===== src/rtl/systolic_feeder.sv =====
// systolic_feeder: weight-tile loader and skewed feature streamer for an N x N weight-stationary PE array.
// Optional stall counter output enabled by defining FEEDER_STALL_CNT_EN.
module systolic_feeder #(
    parameter int W  = 8,
    parameter int N  = 4,
    parameter int CW = 16
) (
    input  logic           clk_in,
    input  logic           nrst_in,
    input  logic           start_in,
    input  logic [CW-1:0]  num_vec_in,
    input  logic           wgt_valid_in,
    output logic           wgt_ready_out,
    input  logic [N*W-1:0] wgt_row_in,
    input  logic           feat_valid_in,
    output logic           feat_ready_out,
    input  logic [N*W-1:0] feat_vec_in,
    output logic           ctrl_out,
    output logic [N*W-1:0] col_top_out,
    output logic [N*W-1:0] row_feat_out,
    output logic           res_valid_out,
    output logic           busy_out,
    output logic           done_out
`ifdef FEEDER_STALL_CNT_EN
    ,
    output logic [CW-1:0]  stall_cnt_out
`endif
);
    localparam int KW = (N > 1) ? $clog2(N) : 1;

    typedef enum logic [2:0] {IDLE, FILL, LOAD, PRIME, STREAM, DRAIN} state_t;

    state_t         state, state_nxt;
    logic [KW-1:0]  cnt;
    logic [CW-1:0]  rem;
    logic [N*W-1:0] wbuf [N];
    logic [2*N-1:0] vpipe;
    logic           w_acc, f_acc, cnt_last;

    assign wgt_ready_out  = state == FILL;
    assign feat_ready_out = state == STREAM && rem != '0;
    assign w_acc          = wgt_valid_in && wgt_ready_out;
    assign f_acc          = feat_valid_in && feat_ready_out;
    assign cnt_last       = cnt == KW'(N - 1);
    assign ctrl_out       = state == LOAD;
    // Buffer entry k leaves first-in-first-out, so accepted row k settles in array row N-1-k.
    assign col_top_out    = (state == LOAD) ? wbuf[cnt] : '0;
    assign res_valid_out  = vpipe[2*N-1];
    assign busy_out       = state != IDLE;
    assign done_out       = state == DRAIN && vpipe == '0;

    always_comb begin
        state_nxt = state;
        case (state)
            IDLE:    if (start_in) state_nxt = FILL;
            FILL:    if (w_acc && cnt_last) state_nxt = LOAD;
            LOAD:    if (cnt_last) state_nxt = PRIME;
            PRIME:   state_nxt = STREAM;
            STREAM:  if (rem == '0) state_nxt = DRAIN;
            DRAIN:   if (vpipe == '0) state_nxt = IDLE;
            default: state_nxt = IDLE;
        endcase
    end

    always_ff @(posedge clk_in or negedge nrst_in) begin
        if (!nrst_in) begin
            state <= IDLE;
            cnt   <= '0;
            rem   <= '0;
            vpipe <= '0;
            for (int i = 0; i < N; i++) wbuf[i] <= '0;
        end else begin
            state <= state_nxt;
            if (w_acc || state == LOAD) cnt <= cnt_last ? '0 : cnt + 1'b1;
            if (w_acc) wbuf[cnt] <= wgt_row_in;
            if (state == IDLE && start_in) rem <= num_vec_in;
            else if (f_acc) rem <= rem - 1'b1;
            vpipe <= {vpipe[2*N-2:0], f_acc};
        end
    end

    // Row r waits 2r+1 cycles so it meets the partial sum travelling two registers per row.
    for (genvar r = 0; r < N; r++) begin : g_row
        logic [W-1:0] dl [2*r+1];
        always_ff @(posedge clk_in or negedge nrst_in) begin
            if (!nrst_in) begin
                for (int i = 0; i <= 2*r; i++) dl[i] <= '0;
            end else begin
                dl[0] <= f_acc ? feat_vec_in[r*W +: W] : '0;
                for (int i = 1; i <= 2*r; i++) dl[i] <= dl[i-1];
            end
        end
        assign row_feat_out[r*W +: W] = dl[2*r];
    end

`ifdef FEEDER_STALL_CNT_EN
    always_ff @(posedge clk_in or negedge nrst_in) begin
        if (!nrst_in) stall_cnt_out <= '0;
        else if (state == IDLE && start_in) stall_cnt_out <= '0;
        else if (state == STREAM && rem != '0 && !feat_valid_in && stall_cnt_out != '1)
            stall_cnt_out <= stall_cnt_out + 1'b1;
    end
`endif
endmodule


===== config.mk =====
export PLATFORM = sky130hd
export DESIGN_NAME = systolic_feeder
export DESIGN_NICKNAME = d
export VERILOG_FILES = /design/src/rtl/systolic_feeder.sv
export SDC_FILE = /design/constraint.sdc
export NUM_CORES = 1
export LEC_CHECK = 0
export CORE_ASPECT_RATIO = 0.7
export CORE_MARGIN = 8
export CORE_UTILIZATION = 49
export DETAILED_ROUTE_END_ITERATION = 10
export GPL_ROUTABILITY_DRIVEN = 1
export PLACE_DENSITY = 0.74
export SKIP_CTS_REPAIR_TIMING = 1
export SLEW_MARGIN = 20
export SYNTH_ARGS = -nofsm -noshare
export SYNTH_HDL_FRONTEND = slang
export SYNTH_SLANG_ARGS = --single-unit

===== constraint.sdc =====
create_clock -name clk_in -period 2.32 [get_ports clk_in]
set_input_delay 0.696 -clock clk_in [delete_from_list [all_inputs] [get_ports clk_in]]
set_output_delay 0.696 -clock clk_in [all_outputs]
set_load 0.1 [all_outputs]

---- Word-level counts from Yosys, hierarchy flattened ----
Index checks and enable logic that the tools add are counted.
word-level totals
  register bits after elaboration ......... 285
  output and inout bits ................... 70
cells by class
  $add $sub $neg .......................... 2
  order comparisons ....................... 2
  equality and inequality tests ........... 11
  muxes and demuxes ....................... 20
  bitwise operators ....................... 1
  reduce and logical (&&, ||, !) cells .... 15
operators with widths
  cell                                                                           number
  128-bit bitwise mux                                                            1
  32-bit 2-to-1 mux                                                              4
  32-bit binary-select mux with 2-bit select                                     1
  32-bit demux with 2-bit select                                                 1
  16-bit 2-to-1 mux                                                              2
  8-bit 2-to-1 mux                                                               4
  3-bit one-hot mux with 6 select lines                                          1
  16-bit logical NOT                                                             1
  16-bit nonzero test                                                            1
  16-bit by 1-bit subtractor with 16-bit output (second input constant)          1
  3-bit 2-to-1 mux                                                               5
  8-bit logical NOT                                                              1
  2-bit by 1-bit inequality test with 1-bit output (second input constant)       4
  1-bit logical AND                                                              7
  3-bit by 2-bit == test with 1-bit output (second input constant)               2
  3-bit == test (second input constant)                                          2
  5-bit AND reduction                                                            1
  3-bit by 1-bit == test with 1-bit output (second input constant)               1
  3-bit greater-or-equal comparator (second input constant)                      1
  3-bit logical NOT                                                              1
  3-bit by 1-bit less-than comparator with 1-bit output (second input constant)  1
  2-bit inverter with 3-bit output                                               1
  3-bit nonzero test                                                             1
  2-bit by 1-bit adder with 2-bit output (second input constant)                 1
  other kinds (5)                                                                5

---- Depth between registers and ports, before layout ----
Gate-level depths: netlist (run 1).
  depth in word-level cells ............... 6
  mapped depth ............................ 8
  gate-level depth less buffers ........... 8

---- Worst setup path before layout (run 1) ----
No wires, ideal clock.
  path type ............................... register to output
  start point ............................. register state[2]
  end point ............................... output col_top_out[22]
  data arrival time ....................... 2.871 ns
  data required time ...................... 1.624 ns
  slack ................................... -1.247 ns
  stages on the path, launching flop included .. 6
  path buffers ............................ 2
  path through ............................ dfrtp_1 clkbuf_1 nor2b_1 nor2b_1 clkbuf_1 and2_1
on the way
  cells in the longest elaborated chain, start to end .. 2
ends and longest elaborated chain
  item                                      line  text
  start, declared                           33    state_t state, state_nxt;
  start signal, assigned                    73    state <= state_nxt;
  3-bit by 2-bit == test with 1-bit output  --
  via ctrl_out                              18    output logic ctrl_out,
  32-bit 2-to-1 mux                         47    assign col_top_out = (state == LOAD) ? wbuf[cnt] : '0;
  end, declared                             19    output logic [N*W-1:0] col_top_out,
The timed path passes the listed nets, and every way through them passes these cells.

---- Final worst setup path (run 1) ----
  start point ............................. register cnt[0]
  end point ............................... output col_top_out[30]
on the way
  cells in the longest elaborated chain, start to end .. 5
ends and longest elaborated chain
  item                                                    line  text
  start, declared                                         34    logic [KW-1:0] cnt;
  start signal, assigned                                  74    if (w_acc || state == LOAD) cnt <= cnt_last ? '0 : cnt + 1'b1;
  2-bit inverter with 3-bit output (implied by the code)  47
  32-bit binary-select mux with 2-bit select              47
  32-bit 2-to-1 mux (implied by the code) (2 in series)   47
  32-bit 2-to-1 mux                                       47
No other way between the ends. The select of a mux whose other input is x is not followed.

==> out/qor.csv, run 1 <==
metric,value,unit
rows,46,
arrival,2.08,ns
slowest_stage,mux4_2,
drtIter0Drc,317,
grt_pass1_vias,6904,
path_common_cell,buf_12,
cts_max_level,1,
comb_power_share,39.3,%
synth.area.top_cells,"dfrtp_1 65%, mux2_2 11%, mux4_2 6.5%",
synthesis.nets,788,
syn_inst,698,
yosysTopAreaCell,dfrtp_1,
place_inst,1116,
mostFrequentLayoutCells,"280 x dfrtp_1, 90 x mux2_2, 83 x clkdlybuf4s50_1",
synth_edf_count,0,
power.switching,6.388,mW
worstPathMaxFanout,6,
power_frac_seq,37.5,%
post-place-ws,-0.04968,ns
rsz0062_at_grt,true,
p_int,13.29,mW
first_pass_iters,4,
fin_crit_sh,119.6,%
via_per_inst,5.205,
drv_cap,0,
nets,964,
cp.required,1.62,ns
antenna_found_initial,0,
finalHoldViolations,0,
max_stage_delay,0.54,ns
path_clk_slew,0.06,ns
cp_cell_sequence,"buf_6, buf_12, mux4_2, and2_4, buf_12",
coreArea,22330,sq um
p_leak,6.861,nW
endpoint_kind,output pin,
fillCellCount,1504,
crit_path_start_kind,register,
clockPowerShare,23.2,%
avgSynthCellArea,15.77,sq um
numCtsBuffers,27,
reg2reg_depth,8,
routed_wl,23.43,mm
synth_top_area_share,64.79,%
crit_type,register to output pin,
clk_path_buf_depth,3,
die-width,195.1,microns
initial_core_util,49.29,%
grt_usage,16.77,%
die_h,141.4,microns
ys_seq_elements,285,
num_antenna_cells,0,
synth_cell_types,54,
tightest_slew,0.4004,ns
irDropWorstVdd,0.0006712,V
antenna_left,0,
powerDensity,1332,nW/um^2
grt_max_degree,55,
swShare,32.46,%
syn_area,11010,sq um
grt-ovfl-total,0,
layout_setup_ws,-0.4557,ns
die-area,27590,sq um
dp.final_hpwl,15.67,mm
async_flop_share,100.0,%
cts.sinks,285,
ys.flop_type,dfrtp_1,
finalMaxSlewViolations,0,
finClkSkew,0.01755,ns
yosysWarningCount,0,
portBuffers,154,
io_pins,155,
fin_crit,2.776,ns
status,"finished, violations left",
final_common_cell,dfrtp_1,
gp_congestion,0.7921,
stdcell_area,14780,sq um
via_count,6158,
final_layout_size_suffix_gt1_share,44.47,%
cts_tree,yes,
postPlaceCellArea,13540,sq um
areaGrowthSynthToFinish,34.24,%
failed_checks,setup timing,
route.detailed.drc,0,
routedWlPerCell,19.80,microns
hold_path_class,primary input to asynchronous set/reset pin,
slew-limit-headroom,73.10,%
grt_pass1_wl,37.67,mm
root_buffer,clkbuf_16,
setup_viol,36,
stdcell_count,1183,
clock.fmax,0.3603,GHz
yosysSeqAreaShare,64.79,%
insertion_delay,0.53,ns
## worst paths after layout
check                      slack (ns)         endpoint       startpoint
hold / removal                   0.07  g_row[1].dl[19]          nrst_in
max in group asynchronous        1.63         vpipe[7]          nrst_in
min in group clk_in              0.34  g_row[2].dl[11]  g_row[2].dl[19]
setup / recovery                -0.46  col_top_out[30]           cnt[0]
setup reg to reg                 0.13         wbuf[30]           cnt[0]
hold reg to reg                  0.34  g_row[2].dl[11]  g_row[2].dl[19]
## power groups by stage
stage | sequential [mW] | clock (mW) | combinational [mW]
final | 7.38 | 4.57 | 7.73
after global routing | 7.54 | 4.90 | 8.17
after CTS | 7.36 | 4.70 | 7.34
after detailed placement | 7.43 | 0 | 7.30
after global placement | 7.27 | 0 | 7.11
after floorplan | 7.18 | 0 | 5.40
## per-layer routing
| metal | wire length [microns] | up-vias | global-route usage (%) |
|---|---|---|---|
| met5 | 0 | - | 0 |
| met4 | 413 | 0 | 3.660 |
| met3 | 870 | 31 | 3.053 |
| met2 | 11880 | 124 | 28.73 |
| met1 | 10270 | 3235 | 22.21 |
| li1 | - | 2768 | - |
## cell type report
class                      count  area [sq um]  area share (%)
clock buffer                  36         799.5           5.411
tap                          288         360.3           2.439
multi-input combinational    350          3797           25.70
sequential                   285          7138           48.31
inverter                       7         28.78          0.1947
clock inverter                14         153.9           1.041
timing repair buffer         203          2499           16.91
## cells in the mapped netlist (2+ instances only)
cell,count
mux2i_1,3
nand2_1,8
a21o_1,2
clkbuf_1,10
o21ai_1,3
nand3_1,2
o31ai_1,3
buf_2,7
a31oi_1,4
nand2_2,3
nor3_1,3
ha_1,5
or3_1,3
nor4_1,3
mux4_2,32
or2_2,2
nand3b_1,4
inv_1,6
and2_1,64
mux2_2,109
nor2b_1,4
buf_6,12
mux2_1,20
a21oi_1,16
dfrtp_1,285
nor2_1,23
nor4_4,2
xnor2_1,4
buf_4,26
o21ai_0,2
xor2_1,5
## flip-flops by register name, indices dropped and copies added (netlist names)
register      cells
cnt               2
wbuf            128
rem              16
state             3
g_row.dl        104
row_feat_out     24
vpipe             8
## worst max-delay path, delay by kind of cell, from the launching register on
kind / cells / cell delay [ns]
and+or+nand+nor: 1 / 0.19
muxes: 1 / 0.54
buffers and inverters: 3 / 0.42
DFF: 1 / 0.39
## stage by stage
step | hold slack (ns) | total power, mW | TNS [ns] | utilization [%]
floorplan | 0.3312 | 12.58 | -5.796 | -
global placement | 0.3313 | 14.38 | -0.7243 | 60.65
detailed placement | 0.3347 | 14.74 | -0.7501 | 60.65
CTS | 0.06016 | 19.40 | -14.70 | 64.92
global route | 0.07735 | 20.61 | -16.11 | 66.17
finish | 0.07155 | 19.68 | -13.65 | 66.17
## kinds of logic after synthesis
logic type / after synthesis / share of synthesized area [%]
compound gates: 37 / 2.273
fa+ha+maj: 5 / 0.5683
buf+inv: 63 / 3.955
simple gates: 135 / 7.684
mux: 164 / 20.02
xor+xnor: 9 / 0.7160
flops: 285 / 64.79
(Power assumes the default switching activity.)
==> inputs of run 2 (changes only) <==
--- a/config.mk
+++ b/config.mk
@@ -7,12 +7,12 @@
 export LEC_CHECK = 0
 export CORE_ASPECT_RATIO = 0.7
 export CORE_MARGIN = 8
-export CORE_UTILIZATION = 49
+export CORE_UTILIZATION = 50
 export DETAILED_ROUTE_END_ITERATION = 10
 export GPL_ROUTABILITY_DRIVEN = 1
-export PLACE_DENSITY = 0.74
+export PLACE_DENSITY = 0.72
 export SKIP_CTS_REPAIR_TIMING = 1
-export SLEW_MARGIN = 20
+export SLEW_MARGIN = 0
 export SYNTH_ARGS = -nofsm -noshare
 export SYNTH_HDL_FRONTEND = slang
 export SYNTH_SLANG_ARGS = --single-unit
==> constraint.sdc (replaced) <==
create_clock -name clk_in -period 2.74 [get_ports clk_in]
set_input_delay 0.822 -clock clk_in [delete_from_list [all_inputs] [get_ports clk_in]]
set_output_delay 0.822 -clock clk_in [all_outputs]
set_load 0.1 [all_outputs]
==> out/qor.csv, run 2 (synthesized netlist as in run 1, its figures left out) <==
metric,value,unit
first_pass_iters,4,
cts.sinks,285,
tns,-3.453,ns
power.switching,5.211,mW
mostFrequentLayoutCells,"282 x dfrtp_1, 109 x mux2_2, 83 x clkdlybuf4s50_1",
via_per_inst,5.215,
antenna_left,0,
final_common_cell,dfrtp_1,
worstPathMaxFanout,8,
fillCellCount,1516,
grt_usage,16.64,%
p_int,10.57,mW
cts_max_level,1,
crit_path_start_kind,register,
io_pins,155,
cp.required,1.92,ns
rows,45,
dp.final_hpwl,14.95,mm
routedWlPerCell,19.67,microns
fin_crit,2.876,ns
p_leak,6.510,nW
register_area,7136,sq um
coreArea,21620,sq um
finalHoldViolations,0,
status,"finished, violations left",
largest_reg_flops,128,
post-place-ws,0.2515,ns
use_met3,3.685,%
antenna_found_initial,0,
endpoint_kind,output pin,
regMostFlops,wbuf,
irDropWorstVdd,0.0004756,V
reg2reg_depth,8,
insertion_delay,0.51,ns
powerDensity,1106,nW/um^2
grt_pass1_vias,6725,
path_clk_slew,0.06,ns
grt-ovfl-total,0,
arrival,2.05,ns
die-width,193.3,microns
drv_cap,0,
r2r-end,wbuf[9],
grt_pass1_wl,36.65,mm
hold_path_class,primary input to asynchronous set/reset pin,
routed_wl,22.82,mm
via_count,6049,
fin_crit_sh,105.0,%
areaGrowthSynthToFinish,29.61,%
tightest_slew,0.5331,ns
die_h,140.1,microns
cts_tree,yes,
die-area,27100,sq um
use_met2,28.53,%
numCtsBuffers,27,
finalMaxSlewViolations,0,
ff2ff_setup_slack,0.55,ns
endpoint,col_top_out[23],
swShare,33.03,%
hold-worst-slack,0.2787,ns
clock.fmax,0.3477,GHz
power_frac_seq,39.3,%
clockPowerShare,22.6,%
finClkSkew,0.004759,ns
layout_setup_ws,-0.1360,ns
root_buffer,clkbuf_16,
rsz0062_at_grt,true,
failed_checks,setup timing,
clk_path_buf_depth,3,
initial_core_util,50.91,%
slew-limit-headroom,64.46,%
crit_type,register to output pin,
grt.busiest_layer,met2,
drtIter0Drc,298,
comb_power_share,38.0,%
grt_max_degree,68,
setup_viol,32,
multiInputGateArea,3587,sq um
nets,951,
portBuffers,154,
reg2reg_from,cnt[0],
worstSetupStartpoint,cnt[0],
gp_congestion,0.7621,
route.detailed.drc,0,
final_layout_size_suffix_gt1_share,39.98,%
num_antenna_cells,0,
grt_use_met1,21.87,%
-- run 2: worst min path at each step --
stage,startpoint,end,slack (ns),depth (start not counted)
final,nrst_in,g_row[0].dl[3],0.28,1
after floorplan,g_row[1].dl[18],g_row[1].dl[10],0.33,0
after global routing,nrst_in,g_row[1].dl[9],0.30,1
after CTS,nrst_in,row_feat_out[9],0.28,1
after global placement,g_row[3].dl[36],g_row[3].dl[28],0.33,0
after detailed placement,g_row[1].dl[17],g_row[1].dl[9],0.33,0
-- run 2: area by class of cell --
class / instances / share of cell area [%]
flip-flops and latches: 285 / 50.01
multi-input cells: 350 / 25.14
repair buffers: 190 / 16.17
clock buffers: 36 / 5.253
well taps: 282 / 2.473
clock inverters: 10 / 0.7454
inverters: 7 / 0.2017
-- run 2: power by group through the flow --
stage / clock network, mW / logic (mW) / registers, mW
floorplan: 0 / 4.07 / 6.07
global placement: 0 / 5.48 / 6.14
detailed placement: 0 / 5.66 / 6.27
CTS: 3.68 / 5.68 / 6.21
global route: 3.88 / 6.38 / 6.34
finish: 3.57 / 6.00 / 6.20
-- run 2: routing by layer --
metal  vias up  part of all wire (%)
met1      3169                    44
met3        28                   4.3
met4         0                   1.2
met5         -                     0
li1       2740                     -
met2       112                    50
-- run 2: critical path: stages (launching register included) --
cell and delay [ns]:
dfrtp_2 0.37, buf_12 0.15, buf_12 0.14, mux4_2 0.55, and2_4 0.17, buf_12 0.16
-- run 2: through the flow --
stage               area [sq um]  instances  util (%)  power, mW
floorplan                  11060        698         -      10.14
global placement           13170       1102     60.90      11.62
detailed placement         13170       1102     60.90      11.93
CTS                        14020       1148     64.86      15.57
global route               14270       1160     65.99      16.60
finish                     14270       1160     65.99      15.78
